File: src/rtl/prog_loader_pkg.sv
// Shared types and constants for the program loader.
package prog_loader_pkg;

  // Loader FSM states
  typedef enum logic [2:0] {
    ST_IDLE   = 3'd0,
    ST_ORIGIN = 3'd1,
    ST_COUNT  = 3'd2,
    ST_DATA   = 3'd3,
    ST_DONE   = 3'd4,
    ST_ERROR  = 3'd5
  } state_e;

  // A segment count of this value terminates the object stream
  localparam int unsigned END_MARK_COUNT = 32'd0;

  // True in the states that consume object-stream words
  function automatic logic is_loading(input state_e s);
    return (s == ST_ORIGIN) || (s == ST_COUNT) || (s == ST_DATA);
  endfunction

endpackage

File: src/rtl/prog_addr_gen.sv
// Segment base/offset registers; produces base+offset and flags address-space overflow.
module prog_addr_gen #(
  parameter int ADDR_W = 16,
  parameter int LEN_W  = 8
) (
  input  logic              clk,
  input  logic              rst_n,
  input  logic              load_base_i,
  input  logic [ADDR_W-1:0] base_i,
  input  logic              clr_off_i,
  input  logic              inc_off_i,
  output logic [ADDR_W-1:0] addr_o,
  output logic [LEN_W-1:0]  off_o,
  output logic              ovf_o
);

  localparam int SUM_W = ADDR_W + 1;

  logic [ADDR_W-1:0] base_q, base_d;
  logic [LEN_W-1:0]  offset_q, offset_d;
  logic [SUM_W-1:0]  sum_s;

  // Next base/offset: load base on origin, clear offset at segment start, step per word
  always_comb begin
    base_d   = base_q;
    offset_d = offset_q;
    if (load_base_i) begin
      base_d = base_i;
    end else begin
      base_d = base_q;
    end
    if (clr_off_i) begin
      offset_d = {LEN_W{1'b0}};
    end else if (inc_off_i) begin
      offset_d = offset_q + LEN_W'(1);
    end else begin
      offset_d = offset_q;
    end
  end

  // Base/offset registers
  always_ff @(posedge clk or negedge rst_n) begin
    if (!rst_n) begin
      base_q   <= {ADDR_W{1'b0}};
      offset_q <= {LEN_W{1'b0}};
    end else begin
      base_q   <= base_d;
      offset_q <= offset_d;
    end
  end

  // The extra sum bit catches a segment running past the top of memory
  assign sum_s  = {1'b0, base_q} + SUM_W'(offset_q);
  assign addr_o = sum_s[ADDR_W-1:0];
  assign ovf_o  = sum_s[ADDR_W];
  assign off_o  = offset_q;

endmodule

File: src/rtl/prog_loader.sv
// Object-stream program loader: parses origin/count/data segments into memory writes.
module prog_loader
  import prog_loader_pkg::*;
#(
  parameter int WIDTH    = 16,
  parameter int ADDR_W   = 16,
  parameter int MAX_SEGS = 4,
  parameter int LEN_W    = 8
) (
  input  logic              clk,
  input  logic              rst_n,
  input  logic              start,
  input  logic [WIDTH-1:0]  in_data,
  input  logic              in_valid,
  output logic              in_ready,
  output logic              mem_we,
  output logic [ADDR_W-1:0] mem_addr,
  output logic [WIDTH-1:0]  mem_wdata,
  output logic [ADDR_W-1:0] start_pc,
  output logic              busy,
  output logic              done,
  output logic              err
);

  localparam int               SEG_W   = $clog2(MAX_SEGS + 1);
  localparam logic [WIDTH-1:0] MAX_LEN = WIDTH'((1 << LEN_W) - 1);

  state_e            state_q, state_d;
  logic [SEG_W-1:0]  seg_q, seg_d;
  logic [LEN_W-1:0]  count_q, count_d;
  logic [ADDR_W-1:0] start_pc_q, start_pc_d;
  logic [ADDR_W-1:0] mem_addr_q, mem_addr_d;
  logic [WIDTH-1:0]  mem_wdata_q, mem_wdata_d;
  logic              mem_we_q, mem_we_d;
  logic              err_q, err_d;
  logic              done_q, done_d;
  logic              busy_q, busy_d;
  logic              in_ready_q, in_ready_d;

  logic              accept_s, last_s;
  logic              load_base_s, clr_off_s, inc_off_s;
  logic [ADDR_W-1:0] gen_addr_s;
  logic [LEN_W-1:0]  gen_off_s;
  logic              gen_ovf_s;

  prog_addr_gen #(
    .ADDR_W (ADDR_W),
    .LEN_W  (LEN_W)
  ) u_addr_gen (
    .clk         (clk),
    .rst_n       (rst_n),
    .load_base_i (load_base_s),
    .base_i      (ADDR_W'(in_data)),
    .clr_off_i   (clr_off_s),
    .inc_off_i   (inc_off_s),
    .addr_o      (gen_addr_s),
    .off_o       (gen_off_s),
    .ovf_o       (gen_ovf_s)
  );

  assign accept_s = in_valid && in_ready_q;
  assign last_s   = (gen_off_s == (count_q - LEN_W'(1)));

  // Next-state and output decode; registered outputs follow the next state
  always_comb begin
    state_d     = state_q;
    seg_d       = seg_q;
    count_d     = count_q;
    start_pc_d  = start_pc_q;
    mem_addr_d  = mem_addr_q;
    mem_wdata_d = mem_wdata_q;
    mem_we_d    = 1'b0;
    err_d       = err_q;
    load_base_s = 1'b0;
    clr_off_s   = 1'b0;
    inc_off_s   = 1'b0;
    case (state_q)
      ST_IDLE, ST_ERROR: begin
        if (start) begin
          state_d = ST_ORIGIN;
          err_d   = 1'b0;
          seg_d   = {SEG_W{1'b0}};
        end else begin
          state_d = state_q;
        end
      end
      ST_ORIGIN: begin
        if (accept_s) begin
          load_base_s = 1'b1;
          state_d     = ST_COUNT;
          if (seg_q == {SEG_W{1'b0}}) begin
            start_pc_d = ADDR_W'(in_data);
          end else begin
            start_pc_d = start_pc_q;
          end
        end else begin
          state_d = state_q;
        end
      end
      ST_COUNT: begin
        if (!accept_s) begin
          state_d = state_q;
        end else if (in_data == WIDTH'(END_MARK_COUNT)) begin
          state_d = ST_DONE;
        end else if (in_data > MAX_LEN) begin
          state_d = ST_ERROR;
          err_d   = 1'b1;
        end else begin
          count_d   = LEN_W'(in_data);
          clr_off_s = 1'b1;
          state_d   = ST_DATA;
        end
      end
      ST_DATA: begin
        if (!accept_s) begin
          state_d = state_q;
        end else if (gen_ovf_s) begin
          state_d = ST_ERROR;
          err_d   = 1'b1;
        end else begin
          mem_we_d    = 1'b1;
          mem_addr_d  = gen_addr_s;
          mem_wdata_d = in_data;
          inc_off_s   = 1'b1;
          if (last_s) begin
            seg_d = seg_q + SEG_W'(1);
            if ((seg_q + SEG_W'(1)) == SEG_W'(MAX_SEGS)) begin
              state_d = ST_DONE;
            end else begin
              state_d = ST_ORIGIN;
            end
          end else begin
            state_d = state_q;
          end
        end
      end
      ST_DONE: begin
        state_d = ST_IDLE;
      end
      default: begin
        state_d = ST_IDLE;
      end
    endcase
    done_d     = (state_d == ST_DONE);
    busy_d     = is_loading(state_d);
    in_ready_d = busy_d;
  end

  // State and output registers; reset drops any pending write
  always_ff @(posedge clk or negedge rst_n) begin
    if (!rst_n) begin
      state_q     <= ST_IDLE;
      seg_q       <= {SEG_W{1'b0}};
      count_q     <= {LEN_W{1'b0}};
      start_pc_q  <= {ADDR_W{1'b0}};
      mem_addr_q  <= {ADDR_W{1'b0}};
      mem_wdata_q <= {WIDTH{1'b0}};
      mem_we_q    <= 1'b0;
      err_q       <= 1'b0;
      done_q      <= 1'b0;
      busy_q      <= 1'b0;
      in_ready_q  <= 1'b0;
    end else begin
      state_q     <= state_d;
      seg_q       <= seg_d;
      count_q     <= count_d;
      start_pc_q  <= start_pc_d;
      mem_addr_q  <= mem_addr_d;
      mem_wdata_q <= mem_wdata_d;
      mem_we_q    <= mem_we_d;
      err_q       <= err_d;
      done_q      <= done_d;
      busy_q      <= busy_d;
      in_ready_q  <= in_ready_d;
    end
  end

  assign in_ready  = in_ready_q;
  assign mem_we    = mem_we_q;
  assign mem_addr  = mem_addr_q;
  assign mem_wdata = mem_wdata_q;
  assign start_pc  = start_pc_q;
  assign busy      = busy_q;
  assign done      = done_q;
  assign err       = err_q;

endmodule
File: config.mk
export PLATFORM = sky130hd
export DESIGN_NAME = prog_loader
export DESIGN_NICKNAME = d
export VERILOG_FILES = /design/src/rtl/prog_loader_pkg.sv /design/src/rtl/prog_addr_gen.sv /design/src/rtl/prog_loader.sv
export SDC_FILE = /design/constraint.sdc
export NUM_CORES = 1
export LEC_CHECK = 0
export BUFFER_PORTS_ARGS = -buffer_cell sky130_fd_sc_hd__buf_2
export CAP_MARGIN = 40
export CORE_AREA = 2 2 130 107
export CTS_CLUSTER_SIZE = 24
export DETAILED_ROUTE_END_ITERATION = 8
export DIE_AREA = 0 0 132 109
export GPL_ROUTABILITY_DRIVEN = 0
export SYNTH_ARGS = -nofsm -noshare
export SYNTH_HDL_FRONTEND = slang
export SYNTH_SLANG_ARGS = --single-unit
File: constraint.sdc
create_clock -name clk -period 5.34 [get_ports clk]
set_input_delay 0.534 -clock clk [delete_from_list [all_inputs] [get_ports clk]]
set_output_delay 0.534 -clock clk [all_outputs]
set_load 0.05 [all_outputs]
==> summary.txt <==
status - finished, final reports clean
die width - 132 µm
vias in the first global route - 3225
worst slack at placement - 2100 ps
DRC - 0
Final #Nets - 533
final wirelength - 10.6 mm
drt wl/cell - 15.5 µm
hold violation total from the final report - 0
Post-CTS Resized - 0
global-route usage over all layers - 15.4%
I/O pin cnt - 73
clock slew at reported path FFs - 70 ps
met3 Usage GRT - 4.93%
synthesized net count - 463
CTS Buffer Depth - 2
DP HPWL - 7.72 mm
Sink Count - 90
VDD IR max - 0.000387 V
power consumption - 3.39 mW
Setup CP Type - flop to flop
pwr dens - 641 nW/µm²
Final period util - 61.3%
Post-synth ARST share - 100%
first-pass detailed-route iteration total - 4
worst skew pair latency - 350 ps
Critical Path Fanout Max - 25
CP Capture Type - flop
Synth top area share - 50.3%
actual slew at the worst max-slew pin - 804 ps
Synth area leader - dfrtp_1
global routing's busiest layer - met2
number of CTS-inserted buffers - 9
min-delay worst type - input port to asynchronous set/reset pin
hold buffer count at CTS - 0
DR iter-0 viols - 211
total number of vias - 3401
Worst Path Arrival - 3520 ps
# H-tree levels - 3
setup TNS - 0 ps
R2R Setup Slk - 2070 ps
clock root buffer master - clkbuf_16
final setup violation count - 0
Post-Syn Area per Cell - 10.4 µm²
final hold slack - 95.1 ps
Primary FF master, synth - dfrtp_1
CTS tree - built
Routed Antenna Nets - 0
Worst Skew - 12.8 ps
first-pass GRT wire length - 17.3 mm
area added between synthesis and finish - 18.1%
Global Route met1 Usage - 22.1%
Worst Setup Start Kind - flop
Netlist cell types - 53
cells taking the most area after synthesis - dfrtp_1 50%, mux2_2 9.1%, nand2_1 7.6%
sequential area share after synthesis - 50.3%
setup bufs post-CTS - 0
num rows - 38
met2 Use GR - 22.8%
post-route setup slack - 2070 ps
die extent in y - 109 µm
Initial Util - 34.0%
largest net degree at the start of global routing - 65
Synth Cell Area - 4470 µm²
initial antenna violation count - 0
number of max-cap violations - 0
Slew Limit Fails - 0
fin util - 40.1%
unrepaired setup endpoints after global routing - false
register bit total from synthesis - 90
vias per cell - 4.97
maximum clock frequency - 305 MHz
Synth Instances - 429
Leak - 2.48 nW
total die area - 14400 µm²
CORE AREA - 13200 µm²
# port buffers - 72
Slew HR - 46.4%
ANT cells - 0
share of cells above drive strength 1 - 28.4%
Final min period - 3270 ps
Worst EP required - 5580 ps
grt ovf - 0
number of enable flip-flop cells after synthesis - 0
Yosys warnings - 0
final cells by class:
cell class | count | area, µm²
flip-flops and latches | 90 | 2250
fillers | 1312 | 7890
clock buffers | 9 | 225
inverters | 14 | 57.6
repair buffers | 76 | 413
well taps | 180 | 225
clock inverters | 7 | 70.1
multi-input cells | 308 | 2040
stage by stage:
stage / cells / cell area, µm²
3_3_place_gp: 667 / 4960
4_1_cts: 684 / 5280
6_report: 684 / 5280
3_5_place_dp: 668 / 4990
5_1_grt: 684 / 5280
2_1_floorplan: 429 / 4470
layer usage:
metal,vias to the layer above,routed length [µm]
met4,0,110
met2,96,4530
met5,-,0
met1,1695,5370
li1,1600,-
met3,10,616
cell families after synthesis:
logic type	Yosys count	synth area share, %
and+or+nand+nor	171	17.2
DFF	90	50.3
adders and majority gates	14	4.08
muxes	37	9.29
AOI/OAI and AO/OA	53	8.50
xor gates and xnor gates	33	6.46
buffers and inverters	31	4.08
worst max-delay path: stages (launching register included):
cell      delay (ps)
dfrtp_1          460
ha_1             260
fa_1             430
a211oi_2         260
o21ai_2          120
a311oi_4         390
o31ai_4          170
or2_2            530
inv_6            270
a21oi_2          100
and4_1           150
report_power, final:
part	internal, mW	leakage (nW)	total (mW)	switching, mW
Clock	0.329	0.142	0.625	0.297
Sequential	0.950	1.13	1.15	0.202
Combinational	0.482	1.21	1.61	1.13
worst paths after layout:
path	startpoint	to	depth (start not counted)
min in group clk	in_data[15]	mem_wdata[15]$_DFFE_PN0P_	3
max in group asynchronous	rst_n	start_pc[12]$_DFFE_PN0P_	2
min reg2reg	mem_addr[12]$_DFFE_PN0P_	mem_addr[12]$_DFFE_PN0P_	2
max	u_addr_gen.off_o[0]$_DFFE_PN0P_	done$_DFF_PN0_	10
max reg2reg	u_addr_gen.off_o[0]$_DFFE_PN0P_	done$_DFF_PN0_	10
min	rst_n	u_addr_gen.off_o[6]$_DFFE_PN0P_	1
flip-flops by register name, summed over array words and instances, names as in the netlist:
signal,count
mem_addr,16
mem_wdata,16
start_pc,16
u_addr_gen.base_q,16
count_q,8
u_addr_gen.off_o,8
seg_q,3
state_q,3
done,1
err,1
in_ready,1
mem_we,1
synth_stat cells (3+ instances only):
library cell  count
o21bai_1          3
nor2_1           28
ha_1             13
a31oi_1           3
nand4_1           4
nor3_1            8
a211oi_1          3
buf_6             5
xor2_1            7
nor3b_1           3
nand3_1           9
and3_1            5
nand2_1          91
clkbuf_1          5
buf_2             4
nor4_1            8
dfrtp_1          90
a21oi_1           5
inv_1            13
xnor2_1          26
o21ai_0          21
mux2_2           36
placed cells by master, fill, tap and decap left out, drive strengths merged, types with 2 or more instances in the layout:
cell	synthesis	routed
clkbuf	5	9
mux2	36	36
nor4	8	8
xnor2	26	26
and4	2	2
nor2	28	28
or2	2	2
clkinv	0	2
nand4	4	4
dfrtp	90	90
o21ai	25	25
ha	13	13
a211oi	4	4
o31ai	4	4
nor2b	2	2
nand3	10	10
and2	2	2
inv	14	18
xor2	7	7
o21bai	3	3
a21o	2	2
nor3	9	9
nand2	93	93
a31oi	3	3
a21oi	6	6
buf	12	76
and3	5	5
nor3b	3	3
Power figures use the tool's default switching activity.
